==> src/rtl/chunk_adder_if.sv <==
`default_nettype none
// ============================================================================
// Module      : chunk_adder_if
// Description : Handshake and operand/result bundle between the ALU
//               sequencer (master) and the chunked adder (slave).
// Revision    : 1.0 - initial release
// ============================================================================
interface chunk_adder_if #(
    parameter int WIDTH = 8
);
    logic             start;
    logic             sub;
    logic             ci;
    logic [WIDTH-1:0] A;
    logic [WIDTH-1:0] B;
    logic             busy;
    logic             done;
    logic [WIDTH-1:0] out;
    logic             co;
    logic             ovf;
    logic             zero;

    modport master (
        output start, sub, ci, A, B,
        input  busy, done, out, co, ovf, zero
    );

    modport slave (
        input  start, sub, ci, A, B,
        output busy, done, out, co, ovf, zero
    );
endinterface
`default_nettype wire

==> src/rtl/chunk_adder.sv <==
`default_nettype none
// ============================================================================
// Module      : chunk_adder
// Description : Sequential add/subtract of two WIDTH-bit operands, CHUNK bits
//               per clock through a narrow carry chain, with carry, signed
//               overflow and zero flags and a start/busy/done handshake.
// Revision    : 1.0 - initial release
// ============================================================================
module chunk_adder #(
    parameter int WIDTH = 8,
    parameter int CHUNK = 2
) (
    input  logic          clk,
    input  logic          rst,
    chunk_adder_if.slave  bus
);

    generate
        if (CHUNK < 1 || CHUNK > WIDTH || (WIDTH % CHUNK) != 0) begin : g_bad_params
            $error("chunk_adder: WIDTH must be a non-zero multiple of CHUNK");
        end
    endgenerate

    localparam int                 c_steps = WIDTH / CHUNK;
    localparam int                 c_cnt_w = $clog2(c_steps + 1);
    localparam logic [c_cnt_w-1:0] c_last  = c_cnt_w'(c_steps - 1);

    typedef enum logic [1:0] {
        S_IDLE = 2'd0,
        S_RUN  = 2'd1,
        S_DONE = 2'd2
    } state_t;

    state_t             r_state;
    state_t             w_next;

    logic [WIDTH-1:0]   r_a;
    logic [WIDTH-1:0]   r_b;
    logic [WIDTH-1:0]   r_res;
    logic               r_carry;
    logic               r_a_msb;
    logic               r_b_msb;
    logic [c_cnt_w-1:0] r_cnt;

    logic [WIDTH-1:0]   r_out;
    logic               r_co;
    logic               r_ovf;
    logic               r_zero;

    logic               w_accept;
    logic               w_last;
    logic [WIDTH-1:0]   w_b_eff;
    logic [CHUNK:0]     w_sum;
    logic [WIDTH-1:0]   w_res_next;

    // A new request is taken whenever no operation is in flight.
    assign w_accept = bus.start && (r_state != S_RUN);
    assign w_last   = (r_cnt == c_last);
    // Subtraction is A + ~B + ~borrow, so invert B here and ci at latch time.
    assign w_b_eff  = bus.sub ? ~bus.B : bus.B;

    // One slice of the narrow carry chain.
    assign w_sum = {1'b0, r_a[CHUNK-1:0]}
                 + {1'b0, r_b[CHUNK-1:0]}
                 + {{CHUNK{1'b0}}, r_carry};

    // Each new slice enters from the MSB side so slice 0 ends at the bottom.
    generate
        if (CHUNK == WIDTH) begin : g_res_single
            assign w_res_next = w_sum[CHUNK-1:0];
        end else begin : g_res_shift
            assign w_res_next = {w_sum[CHUNK-1:0], r_res[WIDTH-1:CHUNK]};
        end
    endgenerate

    // State register.
    always_ff @(posedge clk) begin
        if (rst) begin
            r_state <= S_IDLE;
        end else begin
            r_state <= w_next;
        end
    end

    // Next-state logic: RUN lasts exactly c_steps cycles, DONE one cycle.
    always_comb begin
        w_next = r_state;
        case (r_state)
            S_IDLE:  if (bus.start) w_next = S_RUN;
            S_RUN:   if (w_last)    w_next = S_DONE;
            S_DONE:  w_next = bus.start ? S_RUN : S_IDLE;
            default: w_next = S_IDLE;
        endcase
    end

    // Operand latch, per-slice stepping, and result/flag capture on the last step.
    always_ff @(posedge clk) begin
        if (rst) begin
            r_a     <= '0;
            r_b     <= '0;
            r_res   <= '0;
            r_carry <= 1'b0;
            r_a_msb <= 1'b0;
            r_b_msb <= 1'b0;
            r_cnt   <= '0;
            r_out   <= '0;
            r_co    <= 1'b0;
            r_ovf   <= 1'b0;
            r_zero  <= 1'b0;
        end else if (w_accept) begin
            r_a     <= bus.A;
            r_b     <= w_b_eff;
            r_carry <= bus.ci ^ bus.sub;
            r_a_msb <= bus.A[WIDTH-1];
            r_b_msb <= w_b_eff[WIDTH-1];
            r_cnt   <= '0;
        end else if (r_state == S_RUN) begin
            r_a     <= r_a >> CHUNK;
            r_b     <= r_b >> CHUNK;
            r_carry <= w_sum[CHUNK];
            r_res   <= w_res_next;
            r_cnt   <= r_cnt + 1'b1;
            if (w_last) begin
                r_out  <= w_res_next;
                r_co   <= w_sum[CHUNK];
                r_ovf  <= (r_a_msb == r_b_msb) && (w_res_next[WIDTH-1] != r_a_msb);
                r_zero <= (w_res_next == '0);
            end
        end
    end

    assign bus.busy = (r_state == S_RUN);
    assign bus.done = (r_state == S_DONE);
    assign bus.out  = r_out;
    assign bus.co   = r_co;
    assign bus.ovf  = r_ovf;
    assign bus.zero = r_zero;

endmodule
`default_nettype wire

==> src/flat_wrapper.sv <==
// flat-port wrapper written by rule: the top's interface ports become plain ports
module chunk_adder_flat 
#(
    parameter int WIDTH = 8,
    parameter int CHUNK = 2
)
  (clk, rst, bus_start, bus_sub, bus_ci, bus_A, bus_B, bus_busy, bus_done, bus_out, bus_co, bus_ovf, bus_zero);
  chunk_adder_if #(.WIDTH(WIDTH)) bus_i ();
  input  logic clk;
  input  logic rst;
  input wire logic [$bits(bus_i.start)-1:0] bus_start;
  input wire logic [$bits(bus_i.sub)-1:0] bus_sub;
  input wire logic [$bits(bus_i.ci)-1:0] bus_ci;
  input wire logic [$bits(bus_i.A)-1:0] bus_A;
  input wire logic [$bits(bus_i.B)-1:0] bus_B;
  output wire logic [$bits(bus_i.busy)-1:0] bus_busy;
  output wire logic [$bits(bus_i.done)-1:0] bus_done;
  output wire logic [$bits(bus_i.out)-1:0] bus_out;
  output wire logic [$bits(bus_i.co)-1:0] bus_co;
  output wire logic [$bits(bus_i.ovf)-1:0] bus_ovf;
  output wire logic [$bits(bus_i.zero)-1:0] bus_zero;
  assign bus_i.start = bus_start;
  assign bus_i.sub = bus_sub;
  assign bus_i.ci = bus_ci;
  assign bus_i.A = bus_A;
  assign bus_i.B = bus_B;
  assign bus_busy = bus_i.busy;
  assign bus_done = bus_i.done;
  assign bus_out = bus_i.out;
  assign bus_co = bus_i.co;
  assign bus_ovf = bus_i.ovf;
  assign bus_zero = bus_i.zero;
  chunk_adder #(.WIDTH(WIDTH), .CHUNK(CHUNK)) u_core (.clk(clk), .rst(rst), .bus(bus_i));
endmodule
==> config.mk <==
export PLATFORM = sky130hd
export DESIGN_NAME = chunk_adder_flat
export DESIGN_NICKNAME = d
export VERILOG_FILES = /design/src/rtl/chunk_adder_if.sv /design/src/rtl/chunk_adder.sv /design/src/flat_wrapper.sv
export SDC_FILE = /design/constraint.sdc
export NUM_CORES = 1
export LEC_CHECK = 0
export CAP_MARGIN = 25
export CORE_MARGIN = 4
export CORE_UTILIZATION = 46
export DETAILED_ROUTE_END_ITERATION = 8
export GPL_TIMING_DRIVEN = 0
export PLACE_DENSITY = 0.75
export SLEW_MARGIN = 20
export SYNTH_ARGS = -nofsm -noshare
export SYNTH_HDL_FRONTEND = slang
export SYNTH_SLANG_ARGS = --single-unit
export TNS_END_PERCENT = 5
==> constraint.sdc <==
create_clock -name clk -period 1.7 [get_ports clk]
set_input_delay 0.255 -clock clk [delete_from_list [all_inputs] [get_ports clk]]
set_output_delay 0.255 -clock clk [all_outputs]
set_load 0.01 [all_outputs]
After elaboration in Yosys (flattened, before gate mapping)

Index checks and enable logic that the tools add are counted.

$add $sub $neg: 3
Equality and inequality tests: 8
Multiplexer cells: 11
Bitwise gates (word level): 3
Reduce and logical (&&, ||, !) cells: 9

Operators with widths:

| kind                  | number |
|---|---|
| $mux W8               | 5 |
| $logic_not A8 Y1      | 1 |
| $not A8 Y8            | 1 |
| $pmux W2 S3           | 1 |
| $mux W2               | 2 |
| $ne A2 B1 Y1 const B  | 2 |
| $reduce_and A2 Y1     | 2 |
| $add A2 B2 Y3         | 1 |
| $add A3 B1 Y3         | 1 |
| $add A3 B1 Y3 const B | 1 |
| $eq A3 B2 Y1 const B  | 1 |
| $mux W1               | 3 |
| $reduce_and A3 Y1     | 1 |
| $eq A2 B1 Y1 const B  | 1 |
| $eq A2 B2 Y1 const B  | 1 |
| $logic_and A1 B1 Y1   | 2 |
| $logic_not A2 Y1      | 1 |
| $ne A2 B2 Y1 const B  | 1 |
| $reduce_bool A2 Y1    | 1 |
| $reduce_or A2 Y1      | 1 |
| $eq A1 B1 Y1          | 1 |
| $ne A1 B1 Y1          | 1 |
| $not A1 Y1            | 1 |
| $xor A1 B1 Y1         | 1 |

Bits in registers: 43
Input port bits: 21
Output and inout port bits: 13
Word-level logic and storage cells: 46

Depth between registers and ports, before layout

Word-level depth: 4
Mapped depth: 7
Depth with buffers taken out: 6

Least setup slack after synthesis

No wires, ideal clock.

Path kind: register to register
From: reg u_core.r_carry
To: reg u_core.r_ovf (netlist: u_core.bus.ovf)
Library setup time: 0.091 ns
Arrival: 1.811 ns
Required time: 1.609 ns
Setup slack: -0.202 ns
Stages on the path, launching flop included: 6
Path buffers: 0
Clock period less this slack: 1.902 ns
Path through: dfxtp_1 -> inv_1 -> fa_1 -> fa_1 -> or3_1 -> a311oi_1

Longest elaborated chain between the ends: 3

Ends and longest elaborated chain:

| element                  | RTL line           | text |
|---|---|---|
| start: declaration       | chunk_adder.sv:40  | `logic r_carry;` |
| start signal: assignment | chunk_adder.sv:113 | `r_carry <= bus.ci ^ bus.sub;` |
| start signal: assignment | chunk_adder.sv:120 | `r_carry <= w_sum[CHUNK];` |
| $add A3 B1 Y3            | chunk_adder.sv:65  | `+ {{CHUNK{1'b0}}, r_carry};` |
| $ne A1 B1 Y1             | chunk_adder.sv:126 | `r_ovf <= (r_a_msb == r_b_msb) && (w_res_next[WIDTH-1] != r_a_msb);` |
| $logic_and A1 B1 Y1      | chunk_adder.sv:126 |  |
| end signal: assignment   | chunk_adder.sv:126 |  |
| end: declaration         | chunk_adder.sv:47  | `logic r_ovf;` |

Every way passes these cells.
A chain may end at the register's enable or synchronous reset.

Worst setup path in the final report

Ends and elaborated chain as after synthesis.

==> results.sh <==
export IMPL_clock_latency_ps=300
export IMPL_netlist_top_cell_by_area="dfxtp_1"
export IMPL_fin_worst_skew_ps=9.747
export IMPL_synth_xor_area_share_pct=4.396
export IMPL_slew_headroom_pct=63.39
export IMPL_synth_cell_types=32
export IMPL_ir_worst_vdd_v=0.0005361
export IMPL_drcViolationCount=0
export IMPL_drtIter0Drc=139
export IMPL_synth_cells=202
export IMPL_synth_async_reset_ratio_pct=0
export IMPL_grt_max_degree=13
export IMPL_ys_top_cells_by_count="dfxtp_1, nand2_1, nor2_1"
export IMPL_ys_flop_type="dfxtp_1"
export IMPL_power_density_mw_per_mm2=947.6
export IMPL_synth_top_family_by_area="compound AO/OA/AOI/OAI gates"
export IMPL_diodes=0
export IMPL_holdPathEnd="u_core.r_b[6]"
export IMPL_avgRoutedWirePerCell_um=13.54
export IMPL_instances_no_fill=290
export IMPL_rsz0062_at_grt="yes"
export IMPL_design_core_area_mm2=0.003716
export IMPL_die_width_um=70.43
export IMPL_finalPower_mw=2.195
export IMPL_critPathLaunchType="register"
export IMPL_yosysMostFrequentCell="dfxtp_1"
export IMPL_rr_startpoint="u_core.r_carry"
export IMPL_crit_path_end_kind="register"
export IMPL_grt_overflow_total=0
export IMPL_required_ps=1900
export IMPL_synth_compound_area_share_pct=17.31
export IMPL_synth_simple_gate_area_share_pct=16.40
export IMPL_area_growth_pct=29.17
export IMPL_fp_dieArea_mm2=0.004960
export IMPL_post_route_cell_area_mm2=0.002316
export IMPL_clockBufferDepth=2
export IMPL_cts_clk_slew_worst_paths_ps=80
export IMPL_total_leakage_power_nw=0.8675
export IMPL_violations="negative setup slack"
export IMPL_dr_pass1_iters=5
export IMPL_io_pins=34
export IMPL_period_share_pct=110.2
export IMPL_synth_area_leaders="dfxtp_1, a21oi_1, nand2_1"
export IMPL_worst_pin_slew_ps=549.2
export IMPL_die_y_um=70.43
export IMPL_worstPathArrival_ps=2080
export IMPL_grt_met2_usage_pct=24.95
export IMPL_clock_sinks=41
export IMPL_grt_util_met1_pct=22.07
export IMPL_ant_nets=0
export IMPL_synth_adder_area_share_pct=3.629
export IMPL_layout_nets=266
export IMPL_cts_buffers=5
export IMPL_hp_class="in2reg"
export IMPL_rr_endpoint="u_core.bus.ovf"
export IMPL_grt_pass1_vias=1391
export IMPL_synth_edf_count=0
export IMPL_ys_seq_area_share_pct=45.78
export IMPL_max_freq_mhz=533.6
export IMPL_syn_mean_instance_area_um2=8.876
export IMPL_finalHoldViolCount=0
export IMPL_min_path_cells=2
export IMPL_post_dp_hpwl_mm=2.792
export IMPL_placed_cells=281
export IMPL_grt_pass1_wl_mm=6.520
export IMPL_rrSetupSlack_ps=-170
export IMPL_synthMuxAreaShare_pct=5.094
export IMPL_synth_seq_cells=41
export IMPL_placed_area_mm2=0.002166
export IMPL_cts_htree_levels=2
export IMPL_cts_tree="built"
export IMPL_grtUsageTotal_pct=16.50
export IMPL_yosysWarnings=0
export IMPL_via_per_inst=5.279
export IMPL_syn_nets=227
export IMPL_run_status="finished, violations left"
export IMPL_finalSetupViolations=2
export IMPL_finalMaxSlewViolations=0
export IMPL_globalRouteMet3Util_pct=5.324
export IMPL_crit_type="reg2reg"
export IMPL_cap_violations=0
export IMPL_setup_ws_ps=-174.1
export IMPL_layout_drive_gt1_share_pct=13.22
export IMPL_rows=22
export IMPL_place_congestion=0.7506
export IMPL_fillers=347
export IMPL_grt_busiest_layer="met2"
export IMPL_io_buffers=31
export IMPL_syn_area_mm2=0.001793
export IMPL_antenna_found_initial=0
export IMPL_r2r_cells=5
export IMPL_routed_wl_mm=3.926
export IMPL_min_period_ps=1874
export IMPL_cts_root_buf="clkbuf_8"
export IMPL_initial_utilization_pct=48.25
export IMPL_worstHoldStart="rst"
export IMPL_vias=1531
export IMPL_path_max_fanout=5
export IMPL_synth_top_cell_area_share_pct=45.78
area by class of cell:
type / instances / area [um2] / area share (%)
clock buffer: 7 / 86.33 / 3.728
sequential: 41 / 825.8 / 35.66
timing repair buffer: 32 / 319.1 / 13.78
tap: 48 / 60.06 / 2.593
buffer: 17 / 113.9 / 4.916
multi-input combinational: 136 / 850.8 / 36.74
inverter: 8 / 30.03 / 1.297
clock inverter: 1 / 30.03 / 1.297
placed cells by master, fill, tap and decap left out, types with 3 or more instances in the layout:
| master | netlist | routed |
|---|---|---|
| buf_2 | 7 | 7 |
| a211oi_1 | 11 | 11 |
| clkbuf_1 | 4 | 5 |
| nand2_1 | 28 | 28 |
| a21oi_1 | 21 | 21 |
| inv_1 | 7 | 6 |
| nand2b_1 | 3 | 3 |
| mux2i_1 | 8 | 8 |
| a211o_1 | 6 | 6 |
| buf_4 | 4 | 4 |
| dfxtp_2 | 0 | 4 |
| clkbuf_8 | 0 | 6 |
| nor2_1 | 24 | 24 |
| dfxtp_1 | 41 | 37 |
| nand3_1 | 5 | 5 |
| xnor2_1 | 9 | 9 |
| clkdlybuf4s50_1 | 0 | 30 |
where the power goes:
group	switching, mW	leakage, nW	internal, mW
sequential	0.0336	0.337	1.01
clock	0.331	0.0585	0.479
combinational	0.164	0.472	0.176
total	0.528	0.868	1.67
critical path, stage by stage (launching register included):
cell and delay (ps):
dfxtp_2 340, inv_2 40, fa_2 380, fa_2 470, or3_1 330, a311oi_1 220
kinds of logic (layout without fill, tap and decap cells):
logic type,count (synthesis),count (layout)
AOI/OAI and AO/OA,46,46
xor gates and xnor gates,9,9
adders and majority gates,4,4
buffers and inverters,25,65
DFF,41,41
muxes,9,9
and+or+nand+nor,68,68
worst max-delay path by stage:
stage	from	end	slack (ps)
2_1_floorplan	u_core.r_carry	u_core.bus.ovf	-140
3_3_place_gp	u_core.r_carry	u_core.bus.ovf	-210
3_5_place_dp	u_core.r_carry	u_core.bus.ovf	-280
4_1_cts	u_core.r_carry	u_core.bus.ovf	-180
5_1_grt	u_core.r_carry	u_core.bus.ovf	-220
6_report	u_core.r_carry	u_core.bus.ovf	-170
repair_timing:
action                                  CTS  global route
setup buffers                             1             0
endpoints found under the setup margin    3             4
hold endpoints to repair                  0             0
pin swaps                                 2             0
hold buffers                              0             0
gates resized for setup                   9             6
per-stage QoR:
step           util, %  TNS [ps]  setup slack, ps  hold slack (ps)
2_1_floorplan        -    -211.8           -135.5            402.7
3_3_place_gp     58.28    -437.0           -212.2            440.0
3_5_place_dp     58.28    -548.5           -278.8            446.6
4_1_cts          61.72    -334.7           -178.4            326.5
5_1_grt          62.32    -445.0           -221.1            357.4
6_report         62.32    -302.8           -174.1            339.4
registers in the layout (all words and copies together) (netlist names):
register / cells
u_core.r_b_msb: 1
u_core.r_b: 8
u_core.r_cnt: 3
u_core.r_state: 2
u_core.bus.out: 8
u_core.bus.co: 1
u_core.r_res: 6
u_core.r_carry: 1
u_core.bus.ovf: 1
u_core.r_a: 8
u_core.r_a_msb: 1
u_core.bus.zero: 1
per-layer routing:
| layer | vias up | wire length (um) |
|---|---|---|
| met2 | 68 | 1798 |
| met5 | - | 0 |
| met3 | 6 | 309 |
| met1 | 693 | 1780 |
| met4 | 0 | 37 |
| li1 | 764 | - |
(Power assumes the default switching activity.)
